`config.mk`:
```
export PLATFORM = sky130hd
export DESIGN_NAME = mem_port_arbiter_flat
export DESIGN_NICKNAME = d
export VERILOG_FILES = /design/src/rtl/mem_port_arbiter_if.sv /design/src/rtl/mem_port_arbiter.sv /design/src/flat_wrapper.sv
export SDC_FILE = /design/constraint.sdc
export NUM_CORES = 1
export LEC_CHECK = 0
export BUFFER_PORTS_ARGS = -buffer_cell sky130_fd_sc_hd__buf_2
export CAP_MARGIN = 20
export CELL_PAD_IN_SITES_DETAIL_PLACEMENT = 2
export CELL_PAD_IN_SITES_GLOBAL_PLACEMENT = 2
export CORE_MARGIN = 4
export CORE_UTILIZATION = 29
export CTS_CLUSTER_SIZE = 25
export DETAILED_ROUTE_END_ITERATION = 7
export PLACE_DENSITY = 0.84
export SLEW_MARGIN = 20
export SYNTH_ARGS = -nofsm -noshare
export SYNTH_HDL_FRONTEND = slang
export SYNTH_SLANG_ARGS = --single-unit
```
`constraint.sdc`:
```
create_clock -name clk -period 2.4 [get_ports clk]
set_input_delay 0.24 -clock clk [delete_from_list [all_inputs] [get_ports clk]]
set_output_delay 0.24 -clock clk [all_outputs]
set_load 0.005 [all_outputs]
```
`src/rtl/mem_port_arbiter_if.sv`:
```
// Bus bundle between the CPU, the DMA engine, the shared memory and mem_port_arbiter.
// With ARB_STATS_EN defined the bundle also carries the transfer/forced-win counters.
interface mem_port_arbiter_if #(
   parameter int WORD_SIZE = 16
);

   logic                 cpu_req;
   logic                 cpu_we;
   logic [WORD_SIZE-1:0] cpu_addr;
   logic [WORD_SIZE-1:0] cpu_wdata;
   logic                 cpu_grant;
   logic                 cpu_done;
   logic [WORD_SIZE-1:0] cpu_rdata;

   logic                 dma_req;
   logic                 dma_we;
   logic [WORD_SIZE-1:0] dma_addr;
   logic [WORD_SIZE-1:0] dma_wdata;
   logic                 dma_grant;
   logic                 dma_done;
   logic [WORD_SIZE-1:0] dma_rdata;

   logic                 readM;
   logic                 writeM;
   logic [WORD_SIZE-1:0] address;
   logic [WORD_SIZE-1:0] mem_wdata;
   logic [WORD_SIZE-1:0] mem_rdata;

`ifdef ARB_STATS_EN
   logic [WORD_SIZE-1:0] cpu_xfer_cnt;
   logic [WORD_SIZE-1:0] dma_xfer_cnt;
   logic [WORD_SIZE-1:0] forced_cnt;

   modport slave (
      input  cpu_req, cpu_we, cpu_addr, cpu_wdata,
      input  dma_req, dma_we, dma_addr, dma_wdata,
      input  mem_rdata,
      output cpu_grant, cpu_done, cpu_rdata,
      output dma_grant, dma_done, dma_rdata,
      output readM, writeM, address, mem_wdata,
      output cpu_xfer_cnt, dma_xfer_cnt, forced_cnt
   );

   modport master (
      output cpu_req, cpu_we, cpu_addr, cpu_wdata,
      output dma_req, dma_we, dma_addr, dma_wdata,
      output mem_rdata,
      input  cpu_grant, cpu_done, cpu_rdata,
      input  dma_grant, dma_done, dma_rdata,
      input  readM, writeM, address, mem_wdata,
      input  cpu_xfer_cnt, dma_xfer_cnt, forced_cnt
   );
`else
   modport slave (
      input  cpu_req, cpu_we, cpu_addr, cpu_wdata,
      input  dma_req, dma_we, dma_addr, dma_wdata,
      input  mem_rdata,
      output cpu_grant, cpu_done, cpu_rdata,
      output dma_grant, dma_done, dma_rdata,
      output readM, writeM, address, mem_wdata
   );

   modport master (
      output cpu_req, cpu_we, cpu_addr, cpu_wdata,
      output dma_req, dma_we, dma_addr, dma_wdata,
      output mem_rdata,
      input  cpu_grant, cpu_done, cpu_rdata,
      input  dma_grant, dma_done, dma_rdata,
      input  readM, writeM, address, mem_wdata
   );
`endif

endinterface

```
`src/rtl/mem_port_arbiter.sv`:
```
// mem_port_arbiter: shares one fixed-latency memory port between CPU and DMA, CPU first
// with a DMA starvation guard. ARB_STATS_EN adds transfer and forced-win counters.
module mem_port_arbiter #(
   parameter int WORD_SIZE    = 16,
   parameter int MEM_LATENCY  = 2,
   parameter int STARVE_LIMIT = 4
) (
   input  logic              clk,
   input  logic              reset_n,
   mem_port_arbiter_if.slave bus
);

   typedef enum logic [1:0] {S_IDLE, S_BUSY, S_DONE} state_t;

   localparam logic [3:0] LAT_LAST   = 4'(MEM_LATENCY - 1);
   localparam logic [3:0] STARVE_MAX = 4'(STARVE_LIMIT);

   state_t               r_state;
   state_t               w_state_nxt;

   logic                 r_owner_dma;
   logic                 r_we;
   logic [WORD_SIZE-1:0] r_addr;
   logic [WORD_SIZE-1:0] r_wdata;
   logic [3:0]           r_cnt;
   logic [3:0]           r_streak;

   logic                 r_cpu_grant, r_dma_grant, r_cpu_done, r_dma_done;
   logic                 r_readM, r_writeM;
   logic [WORD_SIZE-1:0] r_address, r_mem_wdata, r_cpu_rdata, r_dma_rdata;

   logic                 w_start, w_forced, w_dma_wins, w_last_beat, w_busy_nxt;
   logic                 w_owner_nxt, w_we_nxt;
   logic [WORD_SIZE-1:0] w_addr_nxt, w_wdata_nxt;
   logic [3:0]           w_cnt_nxt, w_streak_nxt;

   logic                 w_cpu_grant_nxt, w_dma_grant_nxt, w_cpu_done_nxt, w_dma_done_nxt;
   logic                 w_readM_nxt, w_writeM_nxt;
   logic [WORD_SIZE-1:0] w_address_nxt, w_mem_wdata_nxt, w_cpu_rdata_nxt, w_dma_rdata_nxt;

   // DMA is forced through once the CPU has beaten it STARVE_LIMIT times in a row.
   assign w_start     = (r_state == S_IDLE) && (bus.cpu_req || bus.dma_req);
   assign w_forced    = bus.cpu_req && bus.dma_req && (r_streak == STARVE_MAX);
   assign w_dma_wins  = bus.dma_req && (!bus.cpu_req || w_forced);
   assign w_last_beat = (r_state == S_BUSY) && (r_cnt == '0);

   always_comb begin
      // NOTE: every comb output gets a default first so no path can infer a latch.
      w_state_nxt = r_state;
      case (r_state)
         S_IDLE:  if (w_start) w_state_nxt = S_BUSY;
         S_BUSY:  if (r_cnt == '0) w_state_nxt = S_DONE;
         S_DONE:  w_state_nxt = S_IDLE;
         default: w_state_nxt = S_IDLE;
      endcase
   end

   always_comb begin
      w_owner_nxt  = r_owner_dma;
      w_we_nxt     = r_we;
      w_addr_nxt   = r_addr;
      w_wdata_nxt  = r_wdata;
      w_cnt_nxt    = r_cnt;
      w_streak_nxt = r_streak;
      if (w_start) begin
         w_owner_nxt = w_dma_wins;
         w_we_nxt    = w_dma_wins ? bus.dma_we    : bus.cpu_we;
         w_addr_nxt  = w_dma_wins ? bus.dma_addr  : bus.cpu_addr;
         w_wdata_nxt = w_dma_wins ? bus.dma_wdata : bus.cpu_wdata;
         w_cnt_nxt   = LAT_LAST;
         if (w_dma_wins || !bus.dma_req)
            w_streak_nxt = '0;
         else if (r_streak != STARVE_MAX)
            w_streak_nxt = r_streak + 4'd1;
      end else if ((r_state == S_BUSY) && (r_cnt != '0)) begin
         w_cnt_nxt = r_cnt - 4'd1;
      end
   end

   // Outputs are decoded from the next state so they can be registered with it.
   always_comb begin
      w_busy_nxt      = (w_state_nxt == S_BUSY);
      w_cpu_grant_nxt = (w_state_nxt != S_IDLE) && !w_owner_nxt;
      w_dma_grant_nxt = (w_state_nxt != S_IDLE) &&  w_owner_nxt;
      w_cpu_done_nxt  = (w_state_nxt == S_DONE) && !w_owner_nxt;
      w_dma_done_nxt  = (w_state_nxt == S_DONE) &&  w_owner_nxt;
      w_readM_nxt     = w_busy_nxt && !w_we_nxt;
      w_writeM_nxt    = w_busy_nxt &&  w_we_nxt;
      w_address_nxt   = w_busy_nxt ? w_addr_nxt : '0;
      w_mem_wdata_nxt = (w_busy_nxt && w_we_nxt) ? w_wdata_nxt : '0;
      w_cpu_rdata_nxt = r_cpu_rdata;
      w_dma_rdata_nxt = r_dma_rdata;
      if (w_last_beat && !r_we) begin
         if (r_owner_dma) w_dma_rdata_nxt = bus.mem_rdata;
         else             w_cpu_rdata_nxt = bus.mem_rdata;
      end
   end

   // NOTE: state uses non-blocking assignments so every register samples pre-edge values.
   always_ff @(posedge clk) begin
      if (!reset_n) begin
         r_state     <= S_IDLE;
         r_owner_dma <= 1'b0;
         r_we        <= 1'b0;
         r_addr      <= '0;
         r_wdata     <= '0;
         r_cnt       <= '0;
         r_streak    <= '0;
         r_cpu_grant <= 1'b0;
         r_dma_grant <= 1'b0;
         r_cpu_done  <= 1'b0;
         r_dma_done  <= 1'b0;
         r_readM     <= 1'b0;
         r_writeM    <= 1'b0;
         r_address   <= '0;
         r_mem_wdata <= '0;
         r_cpu_rdata <= '0;
         r_dma_rdata <= '0;
      end else begin
         r_state     <= w_state_nxt;
         r_owner_dma <= w_owner_nxt;
         r_we        <= w_we_nxt;
         r_addr      <= w_addr_nxt;
         r_wdata     <= w_wdata_nxt;
         r_cnt       <= w_cnt_nxt;
         r_streak    <= w_streak_nxt;
         r_cpu_grant <= w_cpu_grant_nxt;
         r_dma_grant <= w_dma_grant_nxt;
         r_cpu_done  <= w_cpu_done_nxt;
         r_dma_done  <= w_dma_done_nxt;
         r_readM     <= w_readM_nxt;
         r_writeM    <= w_writeM_nxt;
         r_address   <= w_address_nxt;
         r_mem_wdata <= w_mem_wdata_nxt;
         r_cpu_rdata <= w_cpu_rdata_nxt;
         r_dma_rdata <= w_dma_rdata_nxt;
      end
   end

   assign bus.cpu_grant = r_cpu_grant;
   assign bus.dma_grant = r_dma_grant;
   assign bus.cpu_done  = r_cpu_done;
   assign bus.dma_done  = r_dma_done;
   assign bus.cpu_rdata = r_cpu_rdata;
   assign bus.dma_rdata = r_dma_rdata;
   assign bus.readM     = r_readM;
   assign bus.writeM    = r_writeM;
   assign bus.address   = r_address;
   assign bus.mem_wdata = r_mem_wdata;

`ifdef ARB_STATS_EN
   localparam logic [WORD_SIZE-1:0] STAT_ONE = WORD_SIZE'(1);

   logic [WORD_SIZE-1:0] r_cpu_xfer_cnt, r_dma_xfer_cnt, r_forced_cnt;

   always_ff @(posedge clk) begin
      if (!reset_n) begin
         r_cpu_xfer_cnt <= '0;
         r_dma_xfer_cnt <= '0;
         r_forced_cnt   <= '0;
      end else begin
         if (w_cpu_done_nxt)         r_cpu_xfer_cnt <= r_cpu_xfer_cnt + STAT_ONE;
         if (w_dma_done_nxt)         r_dma_xfer_cnt <= r_dma_xfer_cnt + STAT_ONE;
         if (w_start && w_forced)    r_forced_cnt   <= r_forced_cnt + STAT_ONE;
      end
   end

   assign bus.cpu_xfer_cnt = r_cpu_xfer_cnt;
   assign bus.dma_xfer_cnt = r_dma_xfer_cnt;
   assign bus.forced_cnt   = r_forced_cnt;
`endif

endmodule

```
`src/flat_wrapper.sv`:
```
// flat-port wrapper written by rule: the top's interface ports become plain ports
module mem_port_arbiter_flat 
#(
   parameter int WORD_SIZE    = 16,
   parameter int MEM_LATENCY  = 2,
   parameter int STARVE_LIMIT = 4
)
  (clk, reset_n, bus_cpu_req, bus_cpu_we, bus_cpu_addr, bus_cpu_wdata, bus_dma_req, bus_dma_we, bus_dma_addr, bus_dma_wdata, bus_mem_rdata, bus_cpu_grant, bus_cpu_done, bus_cpu_rdata, bus_dma_grant, bus_dma_done, bus_dma_rdata, bus_readM, bus_writeM, bus_address, bus_mem_wdata);
  mem_port_arbiter_if #(.WORD_SIZE(WORD_SIZE)) bus_i ();
  input  logic clk;
  input  logic reset_n;
  input wire logic [$bits(bus_i.cpu_req)-1:0] bus_cpu_req;
  input wire logic [$bits(bus_i.cpu_we)-1:0] bus_cpu_we;
  input wire logic [$bits(bus_i.cpu_addr)-1:0] bus_cpu_addr;
  input wire logic [$bits(bus_i.cpu_wdata)-1:0] bus_cpu_wdata;
  input wire logic [$bits(bus_i.dma_req)-1:0] bus_dma_req;
  input wire logic [$bits(bus_i.dma_we)-1:0] bus_dma_we;
  input wire logic [$bits(bus_i.dma_addr)-1:0] bus_dma_addr;
  input wire logic [$bits(bus_i.dma_wdata)-1:0] bus_dma_wdata;
  input wire logic [$bits(bus_i.mem_rdata)-1:0] bus_mem_rdata;
  output wire logic [$bits(bus_i.cpu_grant)-1:0] bus_cpu_grant;
  output wire logic [$bits(bus_i.cpu_done)-1:0] bus_cpu_done;
  output wire logic [$bits(bus_i.cpu_rdata)-1:0] bus_cpu_rdata;
  output wire logic [$bits(bus_i.dma_grant)-1:0] bus_dma_grant;
  output wire logic [$bits(bus_i.dma_done)-1:0] bus_dma_done;
  output wire logic [$bits(bus_i.dma_rdata)-1:0] bus_dma_rdata;
  output wire logic [$bits(bus_i.readM)-1:0] bus_readM;
  output wire logic [$bits(bus_i.writeM)-1:0] bus_writeM;
  output wire logic [$bits(bus_i.address)-1:0] bus_address;
  output wire logic [$bits(bus_i.mem_wdata)-1:0] bus_mem_wdata;
  assign bus_i.cpu_req = bus_cpu_req;
  assign bus_i.cpu_we = bus_cpu_we;
  assign bus_i.cpu_addr = bus_cpu_addr;
  assign bus_i.cpu_wdata = bus_cpu_wdata;
  assign bus_i.dma_req = bus_dma_req;
  assign bus_i.dma_we = bus_dma_we;
  assign bus_i.dma_addr = bus_dma_addr;
  assign bus_i.dma_wdata = bus_dma_wdata;
  assign bus_i.mem_rdata = bus_mem_rdata;
  assign bus_cpu_grant = bus_i.cpu_grant;
  assign bus_cpu_done = bus_i.cpu_done;
  assign bus_cpu_rdata = bus_i.cpu_rdata;
  assign bus_dma_grant = bus_i.dma_grant;
  assign bus_dma_done = bus_i.dma_done;
  assign bus_dma_rdata = bus_i.dma_rdata;
  assign bus_readM = bus_i.readM;
  assign bus_writeM = bus_i.writeM;
  assign bus_address = bus_i.address;
  assign bus_mem_wdata = bus_i.mem_wdata;
  mem_port_arbiter #(.WORD_SIZE(WORD_SIZE), .MEM_LATENCY(MEM_LATENCY), .STARVE_LIMIT(STARVE_LIMIT)) u_core (.clk(clk), .reset_n(reset_n), .bus(bus_i));
endmodule
```
# Word-level counts from Yosys, hierarchy flattened
# Cells that the tools add are included.
# classes
n_mux	14
bitwise	2
n_eq_ne	5
addsub	2
n_reduce_logical	33
# op_table
operator	count
two-way mux 16 bit	4
logical AND 1 bit	13
AND reduction 2 bit	5
two-way mux 4 bit	2
nonzero test 2 bit	3
logical NOT 1 bit	5
two-way mux 1 bit	5
adder 4 x 1 -> 4 bit (second input constant)	1
equality test 2 x 1 -> 1 bit (second input constant)	2
equality test 4 x 3 -> 1 bit (second input constant)	1
logical NOT 4 bit	1
two-way mux 2 bit	2
inequality test 4 x 3 -> 1 bit (second input constant)	1
one-hot mux 2 bit (2 select lines)	1
nonzero test 4 bit	1
subtractor 4 x 1 -> 4 bit (second input constant)	1
logical OR 1 bit	3
equality test 2 bit (second input constant)	1
logical NOT 2 bit	1
inverter 1 bit	2
OR reduction 2 bit	1
# word_totals
register_bits	114
output_inout_bits	70
inputBits	86

# Logic depth before layout (Yosys ltp)
# depth
depth_word	8
depth_mapped	8
mapped_depth_nobuf	6

# Least setup slack after synthesis
# OpenSTA, ideal clock, no wires.
# synth_path
path_kind	register to register
start	register u_core.r_cnt[0]
end	register u_core.r_cpu_rdata[12], in the netlist u_core.bus.cpu_rdata[12]
setup_time_ns	0.115
slack_ns	0.519
required_ns	2.285
stages_incl_launch_ff	9
arrival_ns	1.766
path_cell_list	dfxtp_1 -> inv_1 -> ha_1 -> or3b_4 -> or4_4 -> buf_6 -> buf_6 -> nand3_2 -> o21ai_2
# synth_via
elab_chain_len	4
# synth_lines
element	line	text
start, declared	mem_port_arbiter.sv:25	logic [3:0] r_cnt;
start signal, assigned	mem_port_arbiter.sv:125	r_cnt <= w_cnt_nxt;
logical NOT 4 bit	mem_port_arbiter.sv:45	assign w_last_beat = (r_state == S_BUSY) && (r_cnt == '0);
logical AND 1 bit	mem_port_arbiter.sv:45	
logical AND 1 bit	mem_port_arbiter.sv:93	if (w_last_beat && !r_we) begin
AND reduction 2 bit (no line)	n/a	
end signal, assigned	mem_port_arbiter.sv:135	r_cpu_rdata <= w_cpu_rdata_nxt;
end, declared	mem_port_arbiter.sv:30	logic [WORD_SIZE-1:0] r_address, r_mem_wdata, r_cpu_rdata, r_dma_rdata;
# Every way passes these cells.
# A chain may end at the register's enable or synchronous reset.

# Worst setup path after layout
# layout_path
start	register u_core.r_cnt[1]
end	register u_core.r_cpu_rdata[0], in the netlist u_core.bus.cpu_rdata[0]
# Same word-level chain as after synthesis.

==> run summary <==
Clock-pin slew was measured on the worst setup and hold paths at 0.05 ns. The fraction of final layout cells with drive strength greater than 1 was 39.86%; the vertical die dimension was 131.0 um. Leaving out fill and tap cells, the most frequent cell in the layout is buf_2. The layout overhead on the synthesized area is 36.61%.

The longest clock path from root to sink contains 2 buffers. The routed layout has 3,811 vias. DRC violations left: 0.

The flip-flop and latch count after synthesis came out at 114. The largest fanout of any net on the critical path came out at 32. Number of global-route vias before repair: 4,153.

The proportion of synthesized chip area in sequential cells was 52.01%; the maximum level of the CTS H-tree was 4. Category of the most critical setup path: flip-flop to flip-flop. The worst pin sits at a relative slew slack of 58.67%.

The run gives 91 as the count of routing violations after the opening detailed-route iteration. Once the floorplan was initialized, standard cells occupied 29.85% of the core. The number of routed nets with antenna violations came out at 0.

The net count after synthesis is 518, and the sequential cell area in the final layout is 0.002282 mm^2. For this design, the sink count on the clock tree is 114. The worst register-to-register path has a depth of 6.

The run gives 558.4 uV as the worst vdd rail ir drop. Wires add up to 13.62 mm. Of the post-synthesis cell area, the part taken by muxes is 7.528%.

Entering global routing, the biggest net connects 53 pins. Dividing the final minimum period by the clock period gives 90.53%. In this run the critical register-to-register path is launched from u_core.r_cnt[1]. Clock tree synthesis selected as its root buffer the cell clkbuf_16. Global routing consumed, over all layers together, 16.27% of the routing resources.

The post-synthesis area per instance was 10.23 um^2; the number of instances in the synthesized netlist was 429. At the end of routability-driven placement, the weighted congestion stood at 0.7723. For the sum of overflow across all layers after global routing, the log shows 0. Of all cell types, the one taking the most synthesized area is dfxtp_1.

Post-CTS timing repair inserted 0 buffers for setup. Setup repair after global routing left no endpoint under its margin. The share of the synthesized netlist area taken by xor and xnor gates is 1.198%. For flop-to-flop paths, the worst setup slack is 0.23 ns.

The first global-routing pass estimated 21.36 mm of wire. The share of the synthesized area in compound gates (AO/OA/AOI/OAI) came out at 18.76%. In the routed layout, each cell is associated on average with a via count of 4.911. Counting the buffers created by CTS gives 17.

Worst hold path class: primary input to flip-flop. Power spread over the standard cell area amounts to 933.4 mW/mm^2. Data on the critical path is required at its endpoint by 2.69 ns. After clock tree synthesis, the repair step resized 0 gates. The tools report the number of search-and-repair iterations in the first detailed-routing pass as 4. The tools report the achievable frequency as 460.3 MHz. Dividing the detail-routed wire length by the instance count gives 17.56 um.

The library cells used most frequently in the layout, excluding fill and tap cells, are buf_2, dfxtp_1, a211oi_1. The endpoint kind of the worst setup timing path was a flip-flop. In this run the standard cell core region covers 0.01470 mm^2. The tools report the terminus of the critical flop-to-flop path as u_core.bus.cpu_rdata[0]. Number of inserted diodes: 0. The die outline width works out to 131.0 um. Data on the critical path arrives at its endpoint at 2.46 ns. Summed over all cells, the static leakage comes to 2.606 nW.

Setup violations remaining at the end of the flow were counted as 0. The arithmetic-cell share of the synthesized area counting full adders, half adders and majority gates works out to 0.8554%. For the unique cell type count in the Yosys netlist, the log shows 45. For the post-DP HPWL, the log shows 9.584 mm. Across the run, the number of max-cap violations was 0.

Along the worst hold path, the cell count comes to 3. The setup TNS after final layout is 0 ns, and the final hold violation count is 0. The share of the synthesized area in the top cell type was 52.01%. After filler insertion, the fill cell instance count of the layout stands at 1,594.

The total die area was 0.01716 mm^2. The tools report the worst hold endpoint as u_core.bus.cpu_rdata[1]. The tools report the final-report max-slew violation count as 0. The later pin in the worst-skew pair is clocked with a latency of 0.42 ns.

After synthesis, the cell types taking the most area are dfxtp_1, a211oi_1, mux2i_1, nor2_1, nand3_2. The total number of yosys warnings is 0, and the area of the multi-input gates is 0.001901 mm^2. The number of buffers added on ports is 155, and the slew at the pin closest to its max-slew limit is 0.6193 ns. Total power for the finished layout comes to 5.595 mW. The type of element launching the critical path was a flip-flop. The area of the mapped netlist was 0.004388 mm^2; the boundary pin count was 156. The origin of the worst min-delay path was bus_mem_rdata[1]. TritonCTS built the clock tree.

After clock tree synthesis, the flow added hold-fix buffers numbering 0. The tools report the placement row count as 44. The run gives 0 as the initial antenna violation count.

The flow ran to the end, and the final reports show no timing, DRC or antenna violations. The dominant combinational cell family by area after synthesis was compound AO/OA/AOI/OAI gates. The simple-gate share of the synthesized area was 14.60%. The final period demand of the worst path came out at 2.173 ns. For the final database, setup skew stands at 0.007710 ns. The net count of the finished layout is 669.
==> sequential cells by signal, summed over array words and instances, names as in the netlist <==
register / flops
u_core.r_we: 1
u_core.bus.dma_rdata: 16
u_core.r_state: 2
u_core.r_owner_dma: 1
u_core.bus.cpu_done: 1
u_core.bus.address: 16
u_core.bus.dma_grant: 1
u_core.r_cnt: 4
u_core.r_wdata: 16
u_core.bus.writeM: 1
u_core.r_addr: 16
u_core.bus.readM: 1
u_core.r_streak: 4
u_core.bus.cpu_rdata: 16
u_core.bus.mem_wdata: 16
u_core.bus.cpu_grant: 1
u_core.bus.dma_done: 1
==> Yosys cell counts (all sizes together) <==
cell type,count
xor2,2
a21oi,2
mux2i,33
nand3b,1
nor4,2
clkbuf,13
or3b,1
or4,1
a22oi,1
nand2,19
o21a,1
a2111oi,1
dfxtp,114
o32ai,1
nor3,2
ha,3
buf,21
a311oi,1
nand4b,1
a2111o,1
nor2,45
and4b,1
nand3,36
nor2b,1
xnor2,4
inv,10
nor3b,2
nand2b,1
o22ai,1
nand4,1
and2,3
o31ai,1
o21ai,35
or2,2
a211oi,65
==> worst max path at each step <==
stage,from,end,slack [ns],cells after the start
floorplan,u_core.r_cnt[0],u_core.bus.cpu_rdata[12],0.52,8
global placement,u_core.r_cnt[0],u_core.bus.cpu_rdata[0],0.35,6
detailed placement,u_core.r_cnt[1],u_core.bus.cpu_rdata[1],0.27,6
CTS,u_core.r_cnt[1],u_core.bus.cpu_rdata[0],0.22,6
global route,u_core.r_cnt[0],u_core.bus.cpu_rdata[1],0.14,6
finish,u_core.r_cnt[1],u_core.bus.cpu_rdata[0],0.23,6
==> report_power, final <==
part,switching [mW],internal (mW),total [mW]
combinational,0.484,0.325,0.809
clock,0.875,1.76,2.64
sequential,0.0763,2.07,2.15
total,1.43,4.16,5.59
==> worst max-delay path, cell delays in order, from the launching register on <==
cell and delay, ns:
dfxtp_1 0.33, inv_1 0.07, ha_1 0.19, or3b_4 0.41, or4_4 0.76, nand3_1 0.21, o21ai_2 0.07
==> area by class of cell <==
class                      count  area share (%)
inverter                      10          0.6262
tap                          184           3.841
clock buffer                  23           8.307
sequential                   114           38.07
multi-input combinational    271           31.71
clock inverter                 8           2.087
timing repair buffer         166           15.36
==> cells by family (layout without fill, tap and decap cells) <==
kind of cell	after synthesis	in the layout
multiplexers	33	33
adder cells (fa/ha/maj)	3	3
XOR/XNOR	6	6
flip-flops	114	114
AO/OA/AOI/OAI	110	110
buffers and inverters	44	207
AND/OR/NAND/NOR	119	119
==> per-layer routing <==
layer	routed length, um	up-vias	share of wire [%]	track usage (%)
li1	-	1852	-	-
met1	5714	1806	42	18.31
met2	6738	137	49	28.46
met3	951	16	7.0	5.081
met4	220	0	1.6	6.594
met5	0	-	0	0
==> per-stage QoR <==
step	hold slack [ns]	setup WS, ns	utilization [%]	instance area (um^2)	std cells
global placement	0.4425	0.3494	36.54	5371	745
CTS	0.09360	0.2177	40.78	5995	776
floorplan	0.4054	0.5187	-	4388	429
finish	0.1178	0.2273	40.78	5995	776
detailed placement	0.4524	0.2723	36.54	5371	745
global route	0.1292	0.1418	40.78	5995	776
No activity file was read; power rests on OpenSTA's default activity.
